--- src/rtl/softmax_r2b_converter.sv ---
`default_nettype none
// ============================================================================
// Module  : softmax_r2b_converter
// Brief   : Collects softmax row slices into ping-pong tiles and emits each
//           full tile as BLOCK_SIZE x BLOCK_SIZE blocks in row-major order.
// Revision: 1.0
// ============================================================================
module softmax_r2b_converter #(
  parameter int WIDTH      = 16,
  parameter int ROWS       = 4,
  parameter int TILE_SIZE  = 8,
  parameter int BLOCK_SIZE = 2
) (
  input  logic                                   clk,
  input  logic                                   rst_n,
  input  logic                                   in_valid,
  output logic                                   in_ready,
  input  logic [$clog2(ROWS):0]                  in_row_idx,
  input  logic [WIDTH*TILE_SIZE-1:0]             in_data,
  output logic                                   out_valid,
  input  logic                                   out_ready,
  output logic [WIDTH*BLOCK_SIZE*BLOCK_SIZE-1:0] out_data,
  output logic                                   out_last,
  output logic                                   err_dup,
  output logic                                   err_range
);

  localparam int IDX_W   = $clog2(ROWS) + 1;
  localparam int ROW_W   = $clog2(ROWS);
  localparam int SLICE_W = WIDTH * TILE_SIZE;
  localparam int NUM_BR  = ROWS / BLOCK_SIZE;
  localparam int NUM_BC  = TILE_SIZE / BLOCK_SIZE;
  localparam int BR_W    = (NUM_BR > 1) ? $clog2(NUM_BR) : 1;
  localparam int BC_W    = (NUM_BC > 1) ? $clog2(NUM_BC) : 1;

  localparam logic [IDX_W-1:0] ROWS_C = IDX_W'(ROWS);
  localparam logic [BR_W-1:0]  BR_MAX = BR_W'(NUM_BR - 1);
  localparam logic [BC_W-1:0]  BC_MAX = BC_W'(NUM_BC - 1);

  logic [SLICE_W-1:0] bank_q [2][ROWS];
  logic [ROWS-1:0]    row_mask_q [2];
  logic [ROWS-1:0]    row_mask_d [2];
  logic [1:0]         bank_full_q, bank_full_d;
  logic               wr_bank_q, wr_bank_d;
  logic               rd_bank_q, rd_bank_d;
  logic [BR_W-1:0]    br_q, br_d;
  logic [BC_W-1:0]    bc_q, bc_d;
  logic               err_dup_q, err_dup_d;
  logic               err_range_q, err_range_d;

  logic               w_wr_fire;
  logic               w_rd_fire;
  logic               w_legal;
  logic [ROW_W-1:0]   w_row;
  logic [ROWS-1:0]    w_row_onehot;
  logic [ROWS-1:0]    w_mask_next;

  assign in_ready     = !bank_full_q[wr_bank_q];
  assign out_valid    = bank_full_q[rd_bank_q];
  assign out_last     = out_valid && (br_q == BR_MAX) && (bc_q == BC_MAX);
  assign err_dup      = err_dup_q;
  assign err_range    = err_range_q;

  assign w_wr_fire    = in_valid && in_ready;
  assign w_rd_fire    = out_valid && out_ready;
  assign w_legal      = (in_row_idx < ROWS_C);
  assign w_row        = in_row_idx[ROW_W-1:0];
  assign w_row_onehot = ROWS'(1) << w_row;
  assign w_mask_next  = row_mask_q[wr_bank_q] | w_row_onehot;

  always_comb begin
    row_mask_d  = row_mask_q;
    bank_full_d = bank_full_q;
    wr_bank_d   = wr_bank_q;
    rd_bank_d   = rd_bank_q;
    br_d        = br_q;
    bc_d        = bc_q;
    err_dup_d   = err_dup_q;
    err_range_d = err_range_q;

    if (w_wr_fire) begin
      if (!w_legal) begin
        err_range_d = 1'b1;
      end else begin
        if ((row_mask_q[wr_bank_q] & w_row_onehot) != '0) begin
          err_dup_d = 1'b1;
        end
        // Completing the mask hands the bank to the read side.
        if (&w_mask_next) begin
          bank_full_d[wr_bank_q] = 1'b1;
          row_mask_d[wr_bank_q]  = '0;
          wr_bank_d              = !wr_bank_q;
        end else begin
          row_mask_d[wr_bank_q]  = w_mask_next;
        end
      end
    end

    // Write and read always target different banks, so both updates may land.
    if (w_rd_fire) begin
      if (bc_q == BC_MAX) begin
        bc_d = '0;
        if (br_q == BR_MAX) begin
          br_d                   = '0;
          bank_full_d[rd_bank_q] = 1'b0;
          rd_bank_d              = !rd_bank_q;
        end else begin
          br_d = br_q + 1'b1;
        end
      end else begin
        bc_d = bc_q + 1'b1;
      end
    end
  end

  always_comb begin
    out_data = '0;
    for (int r = 0; r < BLOCK_SIZE; r++) begin
      for (int c = 0; c < BLOCK_SIZE; c++) begin
        out_data[(r*BLOCK_SIZE+c)*WIDTH +: WIDTH] =
          bank_q[rd_bank_q][ROW_W'(int'(br_q)*BLOCK_SIZE + r)][(int'(bc_q)*BLOCK_SIZE + c)*WIDTH +: WIDTH];
      end
    end
  end

  always_ff @(posedge clk) begin
    if (!rst_n) begin
      for (int b = 0; b < 2; b++) begin
        row_mask_q[b] <= '0;
        for (int r = 0; r < ROWS; r++) begin
          bank_q[b][r] <= '0;
        end
      end
      bank_full_q <= '0;
      wr_bank_q   <= 1'b0;
      rd_bank_q   <= 1'b0;
      br_q        <= '0;
      bc_q        <= '0;
      err_dup_q   <= 1'b0;
      err_range_q <= 1'b0;
    end else begin
      if (w_wr_fire && w_legal) begin
        bank_q[wr_bank_q][w_row] <= in_data;
      end
      row_mask_q  <= row_mask_d;
      bank_full_q <= bank_full_d;
      wr_bank_q   <= wr_bank_d;
      rd_bank_q   <= rd_bank_d;
      br_q        <= br_d;
      bc_q        <= bc_d;
      err_dup_q   <= err_dup_d;
      err_range_q <= err_range_d;
    end
  end

endmodule
`default_nettype wire

--- config.mk ---
export PLATFORM = sky130hd
export DESIGN_NAME = softmax_r2b_converter
export DESIGN_NICKNAME = d
export VERILOG_FILES = /design/src/rtl/softmax_r2b_converter.sv
export SDC_FILE = /design/constraint.sdc
export NUM_CORES = 1
export LEC_CHECK = 0
export ABC_AREA = 1
export ABC_CLOCK_PERIOD_IN_PS = 13600
export BUFFER_PORTS_ARGS = -buffer_cell sky130_fd_sc_hd__buf_2
export CELL_PAD_IN_SITES_DETAIL_PLACEMENT = 1
export CELL_PAD_IN_SITES_GLOBAL_PLACEMENT = 2
export CORE_MARGIN = 10
export CORE_UTILIZATION = 37
export CTS_CLUSTER_SIZE = 8
export DETAILED_ROUTE_END_ITERATION = 12
export GPL_TIMING_DRIVEN = 0
export PLACE_DENSITY_LB_ADDON = 0.08
export SYNTH_ARGS = -nofsm -noshare
export SYNTH_HDL_FRONTEND = slang
export SYNTH_SLANG_ARGS = --single-unit
--- constraint.sdc ---
create_clock -name clk -period 13.6 [get_ports clk]
set_input_delay 3.4 -clock clk [delete_from_list [all_inputs] [get_ports clk]]
set_output_delay 3.4 -clock clk [all_outputs]
set_load 0.01 [all_outputs]
==> reports/metrics.cfg, run 1 <==
[outcome]
status = complete, no violations

[clock_network]
hold_buffers = 0
htree_levels = 4
worstSkewPairLatency_ps = 770
cts.repair.resized = 0
cts_tree = done
clk_pin_slew_ps = 50
cts.sinks = 1042
clockBufferDepth = 3
ctsRootBufferMaster = clkbuf_16
post-cts-setup-buffers = 0
numCtsBuffers = 148

[timing]
rsz0062_at_grt = false
skew_ps = 20.65
post-route-period-util = 0.5802
slew_violations = 0
min_period_ps = 7891
slew_headroom = 0.03499
report.final.hold_viol_count = 0
worstMarginPinSlew_ps = 1448
setup_ws_ps = 5709
fmax_mhz = 126.7
tns_ps = 0
setup_viol = 0

[hold_path]
hp-class = register to register

[yosys]
yosys.area.top_type_share = 0.6570
yosys-top-cells-area = edfxtp_1, inv_1, nor2_1
ys_warn_count = 0
synth_ff_type = edfxtp_1
synth-edff-count = 1024
avgSynthCellArea_um2 = 10.51
syn_inst = 4454
syn-num-nets = 4590
synth_largest_area_cell = edfxtp_1
ys_async_sr_fraction = 0
synthTopCellsByCount = edfxtp_1, inv_1, nor2_1
synth.ff_latch_count = 1042
post-synth-top-count-cell = edfxtp_1
synth_area_mm2 = 0.04680
synth-seq-area-share = 0.6647
synth_cell_type_count = 24

[critical_path]
crit_arrival_ps = 4490
cp-start-kind = register
path_max_fanout = 10
cp-end-kind = output port
setup.worst_path.class = register to output port
required_ps = 10200

[cells_and_area]
fill_cells = 13840
final_nets = 4987
final_area_mm2 = 0.05503
drive_gt1_frac = 0.1195
synthToLayoutAreaGrowth_pct = 17.58

[global_route]
antenna_found_initial = 11
grt_pass1_wl_mm = 301.0
grtUsageTotal = 0.3086
grt_max_degree = 48
grt_pass1_vias = 36890
overflow = 0

[die]
rows = 130
die-area_mm2 = 0.1411
pin_count = 204
die_w_um = 375.7
initial_core_util = 0.3727
die_h_um = 375.7
core_area_mm2 = 0.1256

[detailed_routing]
via_per_inst = 5.667
via_count = 37000
wl_per_cell_um = 34.09
wl_mm = 222.6
drc = 0
ant_nets = 0
drt_iter0_markers = 4453
firstDrtPassIters = 6

[place]
post-dp-hpwl_mm = 156.9
placed_area_mm2 = 0.05097
port_buffers = 203
place.gp.congestion = 0.8907
place_ws_ps = 6659

[pwr]
total_leakage_power_uw = 0.02209
worst_ir_drop_vdd_v = 0.0001404
p_per_area_mw_per_mm2 = 136.1

[job]
max_cap_violations = 0

[critical path, cell delays in order, from the launching register on]
cell and delay, ps:
dfxtp_1 300, buf_2 360, clkbuf_1 850, clkbuf_1 1020
o211ai_1 200, nand3_1 190, nand3_1 250, nand2_1 300
buf_2 190
[worst paths after layout]
check,from,end,slack [ps],cells past startpoint
setup / recovery,br_q$_SDFFE_PN0P_,out_data[63],5710,8
hold / removal,err_range$_SDFFE_PN0P_,err_range$_SDFFE_PN0P_,450,2
setup reg to reg,wr_bank_q$_SDFFE_PN0P_,bank_q[1][441]$_SDFFCE_PN0P_,10260,8
hold reg to reg,err_range$_SDFFE_PN0P_,err_range$_SDFFE_PN0P_,450,2
[through the flow]
| stage | hold WS [ps] | utilization | total power (uW) | std cells |
|---|---|---|---|---|
| global placement | 432.3 | 0.3972 | 4158 | 6307 |
| global route | 474.9 | 0.4382 | 7649 | 6528 |
| floorplan | 445.4 | - | 3913 | 4454 |
| finish | 447.8 | 0.4382 | 7489 | 6529 |
| detailed placement | 442.2 | 0.4059 | 4113 | 6351 |
| CTS | 450.2 | 0.4382 | 7500 | 6528 |
[layer usage]
| metal | GRT usage | vias to the layer above | share of wire |
|---|---|---|---|
| li1 | - | 15730 | - |
| met1 | 0.3966 | 19050 | 0.40 |
| met2 | 0.4904 | 1798 | 0.46 |
| met3 | 0.06157 | 420 | 0.083 |
| met4 | 0.1633 | 6 | 0.058 |
| met5 | 0 | - | 0.00014 |
[layout make-up]
| class | count | area, um^2 | area share |
|---|---|---|---|
| inverters | 763 | 2867 | 0.05209 |
| repair buffers | 247 | 2032 | 0.03693 |
| clock buffers | 175 | 4039 | 0.07340 |
| plain buffers | 303 | 1737 | 0.03156 |
| diodes | 1 | 2.502 | 0.00004548 |
| multi-input cells | 2346 | 11160 | 0.2028 |
| flip-flops and latches | 1042 | 31110 | 0.5654 |
| well taps | 1650 | 2064 | 0.03752 |
| clock inverters | 2 | 13.76 | 0.0002501 |
[logic make-up after synthesis]
kind of cell / after synthesis / synth area share
and+or+nand+nor: 1551 / 0.1380
buffers and inverters: 1066 / 0.09836
DFF: 1042 / 0.6647
AOI/OAI and AO/OA: 794 / 0.09860
adders and majority gates: 1 / 0.0002673
[report_power, final]
part           total [uW]  switching (uW)  internal [uW]
registers            3680            30.4           3650
logic                 379             290           89.1
clock network        3430            1390           2050
[placed cells by master, fill, tap and decap left out, types with 5 or more instances in the layout]
master	instances
edfxtp_1	1024
inv_1	761
nor2_1	648
nand2_1	461
nand3_1	399
buf_2	280
a21oi_1	274
o21ai_0	260
o211ai_1	256
clkbuf_16	159
clkbuf_1	126
buf_6	53
buf_1	35
nor3_1	30
buf_4	28
buf_12	26
dfxtp_1	18
buf_16	18
nand2_4	5
[registers in the layout, indices dropped and copies added (netlist names), named ones only]
register / count
bank_q: 1024
row_mask_q: 8
bank_full_q: 2
bc_q: 2
br_q: 1
err_dup: 1
err_range: 1
rd_bank_q: 1
wr_bank_q: 1
No activity file was read; power rests on OpenSTA's default activity.
==> run 2: changes to the inputs <==
- ABC_CLOCK_PERIOD_IN_PS: 13600 -> 8250
- CORE_UTILIZATION: 37 -> 41
- clock period: 13.6 -> 8.25 ns (I/O delays scaled with it)
==> run 2 against run 1 <==
Against the previous run: the flow now finishes with violations (capacitance limit, slew limit); total power increased by 64%; count of clock-buffer cells in the layout down 3; register-to-register slack worse by 5500 ps; critical path depth decreased by 2; global-route usage up 2.2 points; wire length is 3.1% lower; sequential share of layout area rose by 0.29 points; via count is 1.1% higher; die area decreased by 9.3%; core utilization is 4.6 points higher.
==> reports/metrics.cfg, run 2 (synthesis gave the netlist of run 1 again) <==
[outcome]
status = finished with violations
violations = capacitance limit, slew limit

[die]
die_w_um = 357.9  ; -4.7%
rows = 123  ; -5.4%
core_area_mm2 = 0.1130  ; -10%
pin_count = 204  ; unchanged
initial_core_util = 0.4143  ; +0.04160
die-area_mm2 = 0.1281  ; -9.3%
die_h_um = 357.9  ; -4.7%

[detailed_routing]
firstDrtPassIters = 5  ; -1
wl_per_cell_um = 33.84  ; -0.73%
wl_mm = 215.8  ; -3.1%
ant_nets = 0  ; unchanged
drc = 0  ; unchanged
via_count = 37410  ; +1.1%
drt_iter0_markers = 4647  ; +4.4%
via_per_inst = 5.868  ; +3.6%

[cells_and_area]
largest_reg_flops = 1024  ; unchanged
final_common_cell = edfxtp_1
synthToLayoutAreaGrowth_pct = 16.98
final_area_mm2 = 0.05475  ; -0.51%
largest_register = bank_q
final_cell_count_no_fill = 6376  ; -2.3%
drive_gt1_frac = 0.1188  ; -0.0007226
final_nets = 4985  ; -0.040%
top_regs = bank_q (1024), row_mask_q (8)
fill_cells = 12390  ; -10%
fin_util = 0.4847  ; +0.04645
final_cell_mix = edfxtp_1, inv_1, nor2_1

[place]
port_buffers = 203  ; unchanged
dp_cells = 6199  ; -2.4%
placed_area_mm2 = 0.05074  ; -0.46%
place.gp.congestion = 0.8954  ; +0.53%
post-dp-hpwl_mm = 150.9  ; -3.8%

[pwr]
p_per_area_mw_per_mm2 = 223.9  ; +64%
total_leakage_power_uw = 0.02205  ; -0.21%
worst_ir_drop_vdd_v = 0.0002020  ; +44%
power_uw = 12260  ; +64%

[global_route]
grt_pass1_vias = 37340  ; +1.2%
grtUsageTotal = 0.3305  ; +0.02190
antenna_found_initial = 9  ; -2
grt_pass1_wl_mm = 293.1  ; -2.6%
grt_max_degree = 48  ; unchanged
overflow = 0  ; unchanged

[clock_network]
ctsRootBufferMaster = clkbuf_16
clockBufferDepth = 3  ; unchanged
worstSkewPairLatency_ps = 780  ; about the same
clk_pin_slew_ps = 50  ; about the same
cts.repair.resized = 0  ; unchanged
cts_tree = done
hold_buffers = 0  ; unchanged
numCtsBuffers = 148  ; unchanged
post-cts-setup-buffers = 0  ; unchanged
cts.sinks = 1042  ; unchanged
htree_levels = 4  ; unchanged

[job]
max_cap_violations = 2  ; +2

[critical_path]
cp-end-kind = output port
cp-start-kind = register
path_max_fanout = 10  ; unchanged
crit_arrival_ps = 4310  ; -180 ps
path_cells = clkbuf_1 -> buf_1 -> nand3_1 -> nand3_1 -> nand2_1 -> buf_2
required_ps = 6190  ; -4010 ps
setup.worst_path.class = register to output port
slowest_delay_ps = 920  ; -100 ps
crit_top_cell = nand3_1
crit_slowest_cell = buf_1

[timing]
rsz0062_at_grt = false
slew_headroom = -0.09586  ; -0.1308
skew_ps = 25.17  ; +4.521 ps
min_period_ps = 6375
setup_viol = 0  ; unchanged
report.final.hold_viol_count = 0  ; unchanged
slew_violations = 22  ; +22
fmax_mhz = 156.9
worstMarginPinSlew_ps = 1644  ; +196.3 ps
post-route-period-util = 0.7728

[hold_path]
hp-class = register to register

==> run 2: cell type report <==
class | count | area, um^2 | area share
multi-input combinational | 2346 | 11160 | 0.2039
timing repair buffer | 245 | 1984 | 0.03625
buffer | 303 | 1737 | 0.03172
inverter | 763 | 2867 | 0.05236
tap | 1500 | 1877 | 0.03428
clock buffer | 172 | 3985 | 0.07279
sequential | 1042 | 31110 | 0.5682
clock inverter | 3 | 21.27 | 0.0003885
antenna | 2 | 5.005 | 0.00009142
==> run 2: report_power, final <==
part | total (uW) | leakage, uW | switching (uW) | internal (uW)
clock | 5580 | 0.00196 | 2250 | 3330
sequential | 6060 | 0.0111 | 51.1 | 6010
combinational | 613 | 0.00902 | 468 | 145
==> run 2: final timing paths <==
kind | from | end | slack (ps) | depth (start not counted)
max reg2reg | wr_bank_q$_SDFFE_PN0P_ | bank_q[1][309]$_DFFE_PP_ | 4770 | 11
max | bc_q[0]$_SDFFE_PN0P_ | out_data[57] | 1870 | 6
min | err_dup$_SDFFE_PN0P_ | err_dup$_SDFFE_PN0P_ | 450 | 2
min reg2reg | err_dup$_SDFFE_PN0P_ | err_dup$_SDFFE_PN0P_ | 450 | 2
==> run 2: metrics by stage <==
step                      hold WS [ps]  setup WS [ps]  TNS [ps]
after global routing             494.9           1945         0
after detailed placement         446.3           2903         0
after floorplan                  445.4         -778.2   -379600
after global placement           430.3          -9170  -5385600
final                            454.0           1875         0
after CTS                        453.6           2090         0
==> run 2: routing by layer <==
metal  global-route usage  wire (um)
met2               0.5159      97470
met1               0.4256      84350
met5                    0         26
met3              0.06888      19710
met4               0.1893      14230
==> run 2: worst max-delay path, delay by kind of cell (launching register included) <==
kind	cells	cell delay, ps
buffers and inverters	3	1870
and+or+nand+nor	3	1110
DFF	1	570
